## src/rtl/sti_pixel_serializer.sv

```systemverilog
// -----------------------------------------------------------------------------
// sti_pixel_serializer
//
// Serial transmitter and pixel-memory writer for the STI/DAC path.
// A word with format controls is accepted on load. It is shifted out one bit
// per cycle, then written back to a pixel memory as PW-bit pixels at
// consecutive, wrapping addresses. An end-of-stream frame zero-fills the rest
// of the memory and then raises pixel_finish, which holds until reset.
//
// Ports
//   clk            rising-edge clock
//   reset          asynchronous active-high reset
//   load           frame request (taken only when ready=1)
//   ready          idle, load will be accepted on the next edge
//   pi_data        2*PW payload
//   pi_length      frame length code L, frame is (L+1)*PW bits
//   pi_fill        L=2/3: payload left-aligned (1) or right-aligned (0)
//   pi_msb         1 = frame MSB transmitted first, 0 = LSB first
//   pi_low         L=0: low half (1) or high half (0) of pi_data
//   pi_end         last frame; zero-fill memory afterwards
//   so_data        serial bit (0 when so_valid=0)
//   so_valid       serial bit valid
//   pixel_wr       pixel write strobe
//   pixel_addr     pixel write address
//   pixel_dataout  pixel write data
//   pixel_finish   memory complete
// -----------------------------------------------------------------------------
module sti_pixel_serializer #(
    parameter int PW = 8,
    parameter int AW = 8
) (
    input  logic            clk,
    input  logic            reset,
    input  logic            load,
    output logic            ready,
    input  logic [2*PW-1:0] pi_data,
    input  logic [1:0]      pi_length,
    input  logic            pi_fill,
    input  logic            pi_msb,
    input  logic            pi_low,
    input  logic            pi_end,
    output logic            so_data,
    output logic            so_valid,
    output logic            pixel_wr,
    output logic [AW-1:0]   pixel_addr,
    output logic [PW-1:0]   pixel_dataout,
    output logic            pixel_finish
);

    localparam int FW = 4 * PW;
    localparam int CW = $clog2(FW) + 1;

    typedef enum logic [2:0] {
        IDLE,
        SHIFT,
        WRITE,
        FILL,
        DONE
    } state_t;

    state_t        state;
    state_t        state_n;
    logic [CW-1:0] cnt;
    logic [CW-1:0] cnt_n;
    logic [AW-1:0] waddr;
    logic [AW-1:0] waddr_n;

    // Captured frame, stored in transmit order: bit FW-1 goes out first.
    logic [FW-1:0] seq_r;
    logic [1:0]    len_r;
    logic          end_r;

    logic          accept;
    logic [CW-1:0] last_bit;
    logic [FW-1:0] seq_bit_sh;
    logic [FW-1:0] seq_pix_sh;

    logic          so_vld_p0;
    logic          so_data_p0;
    logic          wr_vld_p0;
    logic [AW-1:0] addr_p0;
    logic [PW-1:0] data_p0;
    logic          finish_p0;

    function automatic logic [FW-1:0] bit_reverse(input logic [FW-1:0] v);
        logic [FW-1:0] r;
        r = '0;
        for (int i = 0; i < FW; i++) begin
            r[i] = v[FW-1-i];
        end
        return r;
    endfunction

    // Build the frame from the captured controls and reorder it so that the
    // first bit to leave is at the top. Because pixels are formed from the
    // transmitted stream (earliest bit = pixel MSB), the same vector then
    // yields pixel k as a plain PW-bit slice from the top.
    function automatic logic [FW-1:0] build_seq(
        input logic [2*PW-1:0] data,
        input logic [1:0]      len,
        input logic            fill,
        input logic            msb,
        input logic            low
    );
        logic [FW-1:0] frame;
        frame = '0;
        case (len)
            2'd0: frame[PW-1:0] = low ? data[PW-1:0] : data[2*PW-1:PW];
            2'd1: frame[2*PW-1:0] = data;
            2'd2: begin
                if (fill) frame[3*PW-1:PW] = data;
                else      frame[2*PW-1:0]  = data;
            end
            default: begin
                if (fill) frame[4*PW-1:2*PW] = data;
                else      frame[2*PW-1:0]    = data;
            end
        endcase
        // MSB-first: left-align the N-bit frame. LSB-first: full reversal
        // puts frame bit 0 on top and leaves the unused bits below.
        if (msb) return frame << ((3 - 32'(len)) * PW);
        else     return bit_reverse(frame);
    endfunction

    assign accept     = load & ready;
    assign last_bit   = CW'((32'(len_r) + 1) * PW - 1);
    assign seq_bit_sh = seq_r << cnt;
    assign seq_pix_sh = seq_r << (32'(cnt) * PW);

    // Frame capture: data registers, loaded only on an accepted request.
    always_ff @(posedge clk) begin
        if (accept) begin
            seq_r <= build_seq(pi_data, pi_length, pi_fill, pi_msb, pi_low);
            len_r <= pi_length;
            end_r <= pi_end;
        end
    end

    // Stage p0: next-state and combinational output values.
    always_comb begin
        state_n    = state;
        cnt_n      = cnt;
        waddr_n    = waddr;
        so_vld_p0  = 1'b0;
        so_data_p0 = 1'b0;
        wr_vld_p0  = 1'b0;
        addr_p0    = pixel_addr;
        data_p0    = '0;
        finish_p0  = 1'b0;

        case (state)
            IDLE: begin
                if (accept) begin
                    state_n = SHIFT;
                    cnt_n   = '0;
                end
            end

            SHIFT: begin
                so_vld_p0  = 1'b1;
                so_data_p0 = seq_bit_sh[FW-1];
                if (cnt == last_bit) begin
                    state_n = WRITE;
                    cnt_n   = '0;
                end else begin
                    cnt_n = cnt + 1'b1;
                end
            end

            WRITE: begin
                wr_vld_p0 = 1'b1;
                addr_p0   = waddr;
                data_p0   = seq_pix_sh[FW-1 -: PW];
                waddr_n   = waddr + 1'b1;
                if (cnt == CW'(len_r)) begin
                    cnt_n = '0;
                    if (!end_r)              state_n = IDLE;
                    else if (waddr_n == '0)  state_n = DONE;
                    else                     state_n = FILL;
                end else begin
                    cnt_n = cnt + 1'b1;
                end
            end

            FILL: begin
                wr_vld_p0 = 1'b1;
                addr_p0   = waddr;
                waddr_n   = waddr + 1'b1;
                if (&waddr) state_n = DONE;
            end

            DONE: begin
                finish_p0 = 1'b1;
                addr_p0   = '0;
            end

            default: state_n = IDLE;
        endcase
    end

    // Stage p1: registered state and outputs.
    always_ff @(posedge clk or posedge reset) begin
        if (reset) begin
            state         <= IDLE;
            cnt           <= '0;
            waddr         <= '0;
            ready         <= 1'b1;
            so_valid      <= 1'b0;
            so_data       <= 1'b0;
            pixel_wr      <= 1'b0;
            pixel_addr    <= '0;
            pixel_dataout <= '0;
            pixel_finish  <= 1'b0;
        end else begin
            state         <= state_n;
            cnt           <= cnt_n;
            waddr         <= waddr_n;
            // Outputs trail the state by one cycle, so ready follows an
            // IDLE state that has already been seen for a full cycle.
            ready         <= (state == IDLE) && !accept;
            so_valid      <= so_vld_p0;
            so_data       <= so_data_p0;
            pixel_wr      <= wr_vld_p0;
            pixel_addr    <= addr_p0;
            pixel_dataout <= data_p0;
            pixel_finish  <= finish_p0;
        end
    end

endmodule

```

## config.mk

```make
export PLATFORM = sky130hd
export DESIGN_NAME = sti_pixel_serializer
export DESIGN_NICKNAME = d
export VERILOG_FILES = /design/src/rtl/sti_pixel_serializer.sv
export SDC_FILE = /design/constraint.sdc
export NUM_CORES = 1
export LEC_CHECK = 0
export CAP_MARGIN = 20
export CORE_AREA = 2 2 97 169
export DETAILED_ROUTE_END_ITERATION = 7
export DIE_AREA = 0 0 99 171
export GPL_ROUTABILITY_DRIVEN = 0
export PLACE_DENSITY = 0.46
export SYNTH_ARGS = -nofsm -noshare
export SYNTH_HDL_FRONTEND = slang
export SYNTH_SLANG_ARGS = --single-unit
```

## constraint.sdc

```tcl
create_clock -name clk -period 3.3 [get_ports clk]
set_input_delay 0.99 -clock clk [delete_from_list [all_inputs] [get_ports clk]]
set_output_delay 0.99 -clock clk [all_outputs]
set_load 0.1 [all_outputs]
```

==> impl_metrics.ini <==
[outcome]
status = completed

[detailed_routing]
wl_per_cell_um = 17.7
ant_nets = 0
drt_iter0_markers = 158
drt-total-wl_um = 12100
drc = 0
viasPerCell = 5.42
num_vias = 3698
drt_first_pass_iters = 4

[clock_tree]
clock_sinks = 73
post-cts-setup-buffers = 0
htree_levels = 3
tritoncts = done
ctsHoldBuffers = 0
cts_made_buffers = 9
clk_latency_ns = 0.33
cts.clk_slew.worst_paths_ns = 0.05
clk_path_buf_depth = 2
cts-root-buf = clkbuf_16
ctsResizeCount = 0

[finish]
final_common_cell = nand2_1
mostFrequentLayoutCells = nand2_1 (52), a21oi_1 (39), dfrtp_1 (37)
area_delta_synth_final_pct = 19.3
drive_gt1_frac = 0.162
num_antenna_cells = 0
nNetsFinal = 518

[min_path]
min_path_type = reg -> reg

[critical_path]
crit_type = in -> reg
cp_slowest_cell = clkdlybuf4s50_1
worstSetupEndpointType = flop
cpMostUsedCell = nor2_1
crit_required_ns = 3.50
critPathMaxFanout = 48
cp_cell_sequence = clkdlybuf4s50_1 -> buf_12 -> nor2_1 -> nor2_1 -> o221ai_1 -> a21oi_1 -> o21a_1
worstSetupStartpointType = primary input
max_stage_delay_ns = 0.51
crit_arrival_ns = 2.87

[floorplan]
ioPinCount = 46
dieArea_mm2 = 0.0169
die_h_um = 171
die_x_um = 99
start_util = 0.293
core.rowCount = 61
design.core.area_mm2 = 0.0156

[global_route]
grt_pass1_vias = 3687
grt_usage = 0.150
grt_max_degree = 49
grt_pass1_wl_um = 19600
gr-total-overflow = 0
antenna_found_initial = 0

[logic_synthesis]
synth-main-ff-cell = dfrtp_1
yosysWarnings = 0
synth_edf_count = 35
syn_area_mm2 = 0.00458
syn-num-nets = 493
synthDistinctLibCells = 58
ys_seq_area_frac = 0.437
syn_avg_cell_area_um2 = 9.87
synth-seq-cells = 73
postSynthCellCount = 464
synth_async_sr_flop_share = 0.521

[placement]
portBuffers = 45
dp_slack_ns = 0.344
dp_hpwl_um = 9160

[timing]
tns_ns = 0
slew_violations = 0
max_slew_margin = 0.483
worst_pin_slew_ns = 0.774
timing.fmax_ghz = 0.375
fin_ws_ns = 0.631
hold_viol_final = 0
finalClockSkew_ns = 0.00660
rsz0062_at_grt = false
hold_slack_ns = 0.527
final.period_utilization = 0.809
fin_crit_ns = 2.67
setup_viol = 0

[power]
p_leak_nw = 2.12
powerDensity_mw_per_mm2 = 842
ir_worst_vdd_mv = 0.366

[job]
cap_violations = 0
worst max-delay path: cells and delay by family:
| kind | cells | cell delay [ns] |
|---|---|---|
| AO/OA/AOI/OAI | 3 | 0.61 |
| buffers and inverters | 2 | 0.73 |
| AND/OR/NAND/NOR | 2 | 0.51 |
layer usage:
metal / global-route usage / share of wire
met4: 0.0870 / 0.040
met5: 0 / 0
met2: 0.275 / 0.55
met3: 0.0237 / 0.041
met1: 0.159 / 0.37
registers in the layout, indices dropped and copies added, names as in the netlist:
register and flops:
pixel_wr 1, len_r 2, end_r 1, pixel_finish 1, waddr 8, pixel_dataout 8
pixel_addr 8, ready 1, so_valid 1, so_data 1, cnt 6, seq_r 32
state 3
cell usage after synthesis, drive strengths merged (2+ instances only):
| cell | count | share of area |
|---|---|---|
| a31oi | 2 | 0.0041 |
| nor2b | 15 | 0.020 |
| a211oi | 5 | 0.0082 |
| a221oi | 6 | 0.011 |
| a21o | 7 | 0.011 |
| mux4 | 17 | 0.084 |
| nand2 | 52 | 0.043 |
| nand2b | 2 | 0.0027 |
| and2 | 3 | 0.0041 |
| nor4 | 3 | 0.0055 |
| ha | 4 | 0.011 |
| mux2 | 2 | 0.0049 |
| o22ai | 5 | 0.0068 |
| nor3 | 10 | 0.011 |
| inv | 14 | 0.011 |
| edfxtp | 35 | 0.23 |
| o21a | 7 | 0.011 |
| dfrtp | 37 | 0.20 |
| clkbuf | 39 | 0.032 |
| o211ai | 3 | 0.0049 |
| o311ai | 2 | 0.0038 |
| a22oi | 12 | 0.020 |
| and3 | 2 | 0.0027 |
| buf | 8 | 0.0098 |
| or2 | 2 | 0.0027 |
| a21oi | 39 | 0.043 |
| mux2i | 18 | 0.039 |
| nand4 | 5 | 0.0068 |
| xor2 | 5 | 0.0096 |
| o31ai | 5 | 0.0093 |
| nor2 | 30 | 0.026 |
| o221ai | 8 | 0.015 |
| nand3 | 7 | 0.0076 |
| xnor2 | 5 | 0.0096 |
| o21ai | 33 | 0.036 |
kinds of logic after synthesis:
| logic type | synth area share |
|---|---|
| compound gates | 0.200 |
| fa+ha+maj | 0.0109 |
| simple gates | 0.146 |
| buf+inv | 0.0533 |
| mux | 0.129 |
| xor+xnor | 0.0243 |
| flops | 0.437 |
report_power, final:
| part | total (mW) | switching [mW] | internal [mW] |
|---|---|---|---|
| clock | 0.989 | 0.346 | 0.643 |
| combinational | 2.07 | 1.36 | 0.715 |
| sequential | 1.54 | 0.306 | 1.23 |
stage by stage:
step,area (µm²),instances,power [mW],util
floorplan,4580,464,3.17,-
global placement,5150,667,3.63,0.329
detailed placement,5150,667,3.65,0.329
CTS,5460,682,4.65,0.349
global route,5460,682,4.87,0.349
finish,5460,682,4.60,0.349
worst paths after layout:
kind                                    start            end  slack, ns  depth (start not counted)
worst min-delay path            pixel_addr[6]  pixel_addr[6]       0.53                          2
min in group asynchronous               reset       so_valid       1.06                          3
worst min register to register  pixel_addr[6]  pixel_addr[6]       0.53                          2
worst max-delay path             pi_length[1]      seq_r[25]       0.63                          7
max in group asynchronous               reset          ready       1.86                          3
worst max register to register         cnt[0]        so_data       1.01                          4
final cells by class:
type / instances / area, µm²
Clock inverter: 2 / 37.5
Fill cell: 1580 / 10200
Tap cell: 189 / 236
Sequential cell: 73 / 2000
Multi-Input combinational cell: 330 / 2330
Clock buffer: 13 / 270
Inverter: 14 / 52.6
Timing Repair Buffer: 61 / 531
(Power assumes the default switching activity.)
